### config.mk
export PLATFORM = sky130hd
export DESIGN_NAME = dvi_timing_ctrl_flat
export DESIGN_NICKNAME = d
export VERILOG_FILES = /design/src/rtl/dvi_timing_ctrl_if.sv /design/src/rtl/dvi_timing_ctrl.sv /design/src/flat_wrapper.sv
export SDC_FILE = /design/constraint.sdc
export NUM_CORES = 1
export LEC_CHECK = 0
export ABC_AREA = 1
export BUFFER_PORTS_ARGS = -buffer_cell sky130_fd_sc_hd__buf_4
export CORE_MARGIN = 2
export CORE_UTILIZATION = 40
export CTS_CLUSTER_DIAMETER = 80
export DETAILED_ROUTE_END_ITERATION = 7
export HOLD_SLACK_MARGIN = 0.15
export PLACE_DENSITY = 0.69
export SLEW_MARGIN = 20
export SYNTH_ARGS = -nofsm -noshare
export SYNTH_HDL_FRONTEND = slang
export SYNTH_SLANG_ARGS = --single-unit
### constraint.sdc
create_clock -name pxclk -period 1.9 [get_ports pxclk]
set_clock_uncertainty 0.05 [all_clocks]
set_input_delay 0.19 -clock pxclk [delete_from_list [all_inputs] [get_ports pxclk]]
set_output_delay 0.19 -clock pxclk [all_outputs]
set_load 0.01 [all_outputs]
### src/rtl/dvi_timing_ctrl_if.sv
// Pixel stream handshake between a pixel source and the DVI timing controller.
// A pixel moves on any cycle where pix_ready and pix_valid are both high.
interface dvi_timing_ctrl_if;
  logic [23:0] pix_data;
  logic        pix_valid;
  logic        pix_ready;

  modport master (
    output pix_data,
    output pix_valid,
    input  pix_ready
  );

  modport slave (
    input  pix_data,
    input  pix_valid,
    output pix_ready
  );
endinterface

### src/rtl/dvi_timing_ctrl.sv
// DVI/VGA raster timing generator: walks h/v counters over a full frame, pulls
// pixels from the source during the active window and registers sync/colour outputs.
module dvi_timing_ctrl #(
  parameter int   H_ACTIVE = 640,
  parameter int   H_FP     = 16,
  parameter int   H_SYNC   = 96,
  parameter int   H_BP     = 48,
  parameter int   V_ACTIVE = 480,
  parameter int   V_FP     = 10,
  parameter int   V_SYNC   = 2,
  parameter int   V_BP     = 33,
  parameter logic SYNC_POL = 1'b0
) (
  input  logic                pxclk,
  input  logic                rst,
  input  logic                en,
  dvi_timing_ctrl_if.slave    pix,
  input  logic                clr_underflow,
  output logic [7:0]          red,
  output logic [7:0]          green,
  output logic [7:0]          blue,
  output logic                hsync,
  output logic                vsync,
  output logic                visible,
  output logic                frame_start,
  output logic                underflow
);

  localparam int H_TOTAL = H_ACTIVE + H_FP + H_SYNC + H_BP;
  localparam int V_TOTAL = V_ACTIVE + V_FP + V_SYNC + V_BP;
  localparam int HW      = $clog2(H_TOTAL);
  localparam int VW      = $clog2(V_TOTAL);
  localparam int H_SYNC_START = H_ACTIVE + H_FP;
  localparam int V_SYNC_START = V_ACTIVE + V_FP;

  typedef enum logic {IDLE, RUN} state_t;

  state_t          state_q, state_d;
  logic [HW-1:0]   h_cnt_q, h_cnt_d;
  logic [VW-1:0]   v_cnt_q, v_cnt_d;
  logic [23:0]     rgb_q, rgb_d;
  logic            hsync_q, hsync_d;
  logic            vsync_q, vsync_d;
  logic            visible_q, visible_d;
  logic            frame_start_q, frame_start_d;
  logic            underflow_q, underflow_d;

  logic            running;
  logic            h_last, v_last;
  logic            h_act, v_act;
  logic            h_sync_rgn, v_sync_rgn;
  logic            ready;
  logic            xfer;

  always_comb begin
    running    = (state_q == RUN);
    h_last     = (h_cnt_q == HW'(H_TOTAL - 1));
    v_last     = (v_cnt_q == VW'(V_TOTAL - 1));
    h_act      = (32'(h_cnt_q) < H_ACTIVE);
    v_act      = (32'(v_cnt_q) < V_ACTIVE);
    h_sync_rgn = (32'(h_cnt_q) >= H_SYNC_START) && (32'(h_cnt_q) < H_SYNC_START + H_SYNC);
    v_sync_rgn = (32'(v_cnt_q) >= V_SYNC_START) && (32'(v_cnt_q) < V_SYNC_START + V_SYNC);
    ready      = running && h_act && v_act;
    xfer       = ready && pix.pix_valid;
  end

  assign pix.pix_ready = ready;

  // en is only looked at on the last pixel of a frame so a frame is never cut short.
  always_comb begin
    state_d = state_q;
    h_cnt_d = h_cnt_q;
    v_cnt_d = v_cnt_q;
    case (state_q)
      IDLE: begin
        h_cnt_d = '0;
        v_cnt_d = '0;
        if (en) state_d = RUN;
      end
      RUN: begin
        if (h_last) begin
          h_cnt_d = '0;
          if (v_last) begin
            v_cnt_d = '0;
            if (!en) state_d = IDLE;
          end else begin
            v_cnt_d = v_cnt_q + VW'(1);
          end
        end else begin
          h_cnt_d = h_cnt_q + HW'(1);
        end
      end
      default: begin
        state_d = IDLE;
        h_cnt_d = '0;
        v_cnt_d = '0;
      end
    endcase
  end

  // All outputs are one register stage behind the counters, so they stay aligned.
  always_comb begin
    visible_d     = ready;
    hsync_d       = (running && h_sync_rgn) ? SYNC_POL : ~SYNC_POL;
    vsync_d       = (running && v_sync_rgn) ? SYNC_POL : ~SYNC_POL;
    rgb_d         = xfer ? pix.pix_data : 24'h0;
    frame_start_d = ready && (h_cnt_q == '0) && (v_cnt_q == '0);
    // A new starvation event wins over a simultaneous clear.
    underflow_d   = (ready && !pix.pix_valid) || (underflow_q && !clr_underflow);
  end

  always_ff @(posedge pxclk or negedge rst) begin
    if (!rst) begin
      state_q       <= IDLE;
      h_cnt_q       <= '0;
      v_cnt_q       <= '0;
      rgb_q         <= 24'h0;
      hsync_q       <= ~SYNC_POL;
      vsync_q       <= ~SYNC_POL;
      visible_q     <= 1'b0;
      frame_start_q <= 1'b0;
      underflow_q   <= 1'b0;
    end else begin
      state_q       <= state_d;
      h_cnt_q       <= h_cnt_d;
      v_cnt_q       <= v_cnt_d;
      rgb_q         <= rgb_d;
      hsync_q       <= hsync_d;
      vsync_q       <= vsync_d;
      visible_q     <= visible_d;
      frame_start_q <= frame_start_d;
      underflow_q   <= underflow_d;
    end
  end

  assign red         = rgb_q[23:16];
  assign green       = rgb_q[15:8];
  assign blue        = rgb_q[7:0];
  assign hsync       = hsync_q;
  assign vsync       = vsync_q;
  assign visible     = visible_q;
  assign frame_start = frame_start_q;
  assign underflow   = underflow_q;

endmodule

### src/flat_wrapper.sv
// flat-port wrapper written by rule: the top's interface ports become plain ports
module dvi_timing_ctrl_flat 
#(
  parameter int   H_ACTIVE = 640,
  parameter int   H_FP     = 16,
  parameter int   H_SYNC   = 96,
  parameter int   H_BP     = 48,
  parameter int   V_ACTIVE = 480,
  parameter int   V_FP     = 10,
  parameter int   V_SYNC   = 2,
  parameter int   V_BP     = 33,
  parameter logic SYNC_POL = 1'b0
)
  (pxclk, rst, en, clr_underflow, red, green, blue, hsync, vsync, visible, frame_start, underflow, pix_pix_data, pix_pix_valid, pix_pix_ready);
  dvi_timing_ctrl_if pix_i ();
  input  logic pxclk;
  input  logic rst;
  input  logic en;
  input  logic clr_underflow;
  output logic [7:0] red;
  output logic [7:0] green;
  output logic [7:0] blue;
  output logic hsync;
  output logic vsync;
  output logic visible;
  output logic frame_start;
  output logic underflow;
  input wire logic [$bits(pix_i.pix_data)-1:0] pix_pix_data;
  input wire logic [$bits(pix_i.pix_valid)-1:0] pix_pix_valid;
  output wire logic [$bits(pix_i.pix_ready)-1:0] pix_pix_ready;
  assign pix_i.pix_data = pix_pix_data;
  assign pix_i.pix_valid = pix_pix_valid;
  assign pix_pix_ready = pix_i.pix_ready;
  dvi_timing_ctrl #(.H_ACTIVE(H_ACTIVE), .H_FP(H_FP), .H_SYNC(H_SYNC), .H_BP(H_BP), .V_ACTIVE(V_ACTIVE), .V_FP(V_FP), .V_SYNC(V_SYNC), .V_BP(V_BP), .SYNC_POL(SYNC_POL)) u_core (.pxclk(pxclk), .rst(rst), .en(en), .pix(pix_i), .clr_underflow(clr_underflow), .red(red), .green(green), .blue(blue), .hsync(hsync), .vsync(vsync), .visible(visible), .frame_start(frame_start), .underflow(underflow));
endmodule
==> flow_summary.json <==
{
  "status": "completed",
  "cts_buffers": 5,
  "criticalPathCategory": "reg2reg",
  "required_ns": 2.09,
  "dp.cells": 407,
  "grt_pass1_wl_um": 8740,
  "clk_path_buf_depth": 2,
  "clk_pin_slew_ns": 0.09,
  "dpl.hpwl_um": 3480,
  "syn_area_per_cell_um2": 8.55,
  "area_delta_synth_final_pct": 36.7,
  "drtIter0Drc": 153,
  "tightest_slew_ns": 0.618,
  "crit_path_max_fanout": 4,
  "setup_tns_ns": 0,
  "crit_start": "u_core.h_cnt_q[8]$_DFF_PN0_",
  "post-route-min-period_ns": 1.63,
  "clock_latency_ns": 0.30,
  "rows": 28,
  "peakVddDrop_v": 0.000502,
  "cts_tree": "built",
  "layout-drive-gt1-share_pct": 28.3,
  "ctsResizeCount": 0,
  "r2r_start": "u_core.h_cnt_q[8]$_DFF_PN0_",
  "start_kind": "flip-flop",
  "synth_compound_area_share_pct": 2.21,
  "yosysSeqAreaShare_pct": 52.7,
  "grt_usage_pct": 17.0,
  "cts.sinks": 50,
  "pwr_density_cell_mw_per_mm2": 639,
  "synthMuxAreaShare_pct": 0,
  "routed_wl_um": 5070,
  "root_buffer": "clkbuf_8",
  "ys_ff_latch": 50,
  "ys_types": 29,
  "fin_util_pct": 55.9,
  "crit_path_end_kind": "flip-flop",
  "die_h_um": 81.1,
  "synth_nets": 311,
  "ant_nets": 0,
  "yosys.area_share.simple_pct": 30.4,
  "drv_cap": 0,
  "synthXorXnorAreaFrac_pct": 0.737,
  "io_pins": 59,
  "die_area_mm2": 0.00658,
  "final_cells": 443,
  "hold_viol": 0,
  "cts_setup_buffers": 0,
  "whs_path_depth": 3,
  "drc": 0,
  "synthAdderAreaFrac_pct": 2.11,
  "h-tree-depth": 2,
  "gr-total-overflow": 0,
  "vias": 2007,
  "max_freq_ghz": 0.612,
  "p_leak_nw": 1.77,
  "hold_ws_ns": 0.306,
  "p_total_mw": 2.08,
  "min_from": "pix_pix_valid",
  "cp_data_arrival_time_ns": 1.83,
  "detail_route.first_pass.iterations": 4,
  "fin_crit_sh_pct": 86.0,
  "relSlewSlack_pct": 58.8,
  "synth_top_family_by_area": "simple AND/OR/NAND/NOR gates",
  "grt_pass1_vias": 1957,
  "core_mm2": 0.00582,
  "via_per_inst": 4.53,
  "detail_route.wl_per_cell_um": 11.4,
  "gp_congestion": 0.852,
  "die_w_um": 81.1,
  "hp-class": "in2reg",
  "diodes": 0,
  "io_buffer_count": 58,
  "yosysWarnings": 0,
  "grt_antenna_before_repair": 0,
  "finalSetupViolCount": 0,
  "start_util_pct": 40.9,
  "drv_slew": 0,
  "synth.cell_area_mm2": 0.00238,
  "syn_inst": 278,
  "rr_worst_depth": 6,
  "grt_start_max_net_pins": 51,
  "rsz0062_at_grt": "false",
  "finalNetCount": 400
}
## what timing repair did
action,CTS,global route
setup endpoints to repair,0,0
endpoints found under the hold margin,74,0
hold buffers,28,0
## power by group
group | internal (mW) | leakage, nW | switching, mW | total (mW)
Combinational | 0.122 | 1.07 | 0.0916 | 0.214
Clock | 0.395 | 0.0585 | 0.369 | 0.764
Sequential | 1.09 | 0.638 | 0.00766 | 1.10
## cell families (layout without fill, tap and decap cells)
| group | after synthesis | after routing |
|---|---|---|
| flip-flops | 50 | 50 |
| AND/OR/NAND/NOR | 149 | 149 |
| buffers and inverters | 64 | 154 |
| XOR/XNOR | 2 | 2 |
| adder cells (fa/ha/maj) | 4 | 4 |
| AO/OA/AOI/OAI | 9 | 9 |
## sequential cells by signal (all words and copies together) (netlist names)
signal and flops:
u_core.rgb_q 24, u_core.h_cnt_q 10, u_core.hsync 1, u_core.vsync 1
u_core.running 1, u_core.frame_start 1, u_core.v_cnt_q 10, u_core.underflow 1
u_core.visible 1
## path summary, 6_finish.rpt
kind                       slack [ns]                       endpoint
setup / recovery                 0.27     u_core.underflow$_DFF_PN0_
hold / removal                   0.31     u_core.rgb_q[13]$_DFF_PN0_
setup reg to reg                 0.27     u_core.underflow$_DFF_PN0_
hold reg to reg                  0.44    u_core.h_cnt_q[0]$_DFF_PN0_
max in group asynchronous        1.00    u_core.h_cnt_q[9]$_DFF_PN0_
min in group asynchronous        0.39  u_core.v_cnt_q[8]$_DFFE_PN0P_
## layout by cell type, fill, tap and decap left out
cell type and count:
inv_1 56, nand4_1 9, o21ai_0 4, nor2_1 29, nor2_4 2, nand2_2 2, o22ai_1 1, nor2_2 23
nor4_1 1, ha_1 4, nor3_1 2, buf_4 59, inv_2 2, dfrtp_1 48, nand3_1 17, clkinv_2 1
dlygate4sd3_1 28, nor3b_1 1, xor2_1 2, inv_6 1, nand2_1 58, o221ai_1 1, a21oi_1 2, bufinv_16 1
clkbuf_8 5, inv_4 1, dfstp_2 2, a211oi_1 1, nand3_2 2, nand2_4 2, nor3_2 1
## per-layer routing
metal	vias up	share of wire (%)	track usage [%]
li1	1016	-	-
met1	912	44	22.1
met2	74	44	26.6
met5	-	0	0
met4	0	1.0	4.58
met3	5	11	6.67
## cells in the mapped netlist (all sizes together)
library cell  instances  area (µm²)
nand2                62         253
inv                  59         224
nor2                 54         275
dfrtp                48        1200
nand3                19         105
nand4                 9        56.3
buf                   4        42.5
ha                    4        50.1
o21ai                 4        20.0
nor3                  3        20.0
a21oi                 2        10.0
dfstp                 2        52.6
xor2                  2        17.5
a211oi                1        7.51
clkbuf                1        13.8
nor3b                 1        7.51
nor4                  1        6.26
o221ai                1        8.76
o22ai                 1        6.26
## cell type report
cell class,count,area [µm²]
flip-flops and latches,50,1250
clock buffers,5,68.8
well taps,75,93.8
inverters,59,224
repair buffers,87,723
multi-input cells,164,843
clock inverters,3,43.8
fillers,531,2560
## worst max-delay path: stages (launching register included)
cell and delay [ns]:
dfrtp_1 0.43, nand2_1 0.09, inv_1 0.06, nor3_2 0.12, nand3_2 0.12, o22ai_1 0.14
dlygate4sd3_1 0.56
## through the flow
step / setup slack [ns] / area [µm²]
after floorplan: 0.500 / 2380
after CTS: 0.291 / 3250
final: 0.265 / 3250
after global placement: 0.458 / 2860
after global routing: 0.187 / 3250
after detailed placement: 0.413 / 2860
(Power assumes the default switching activity.)
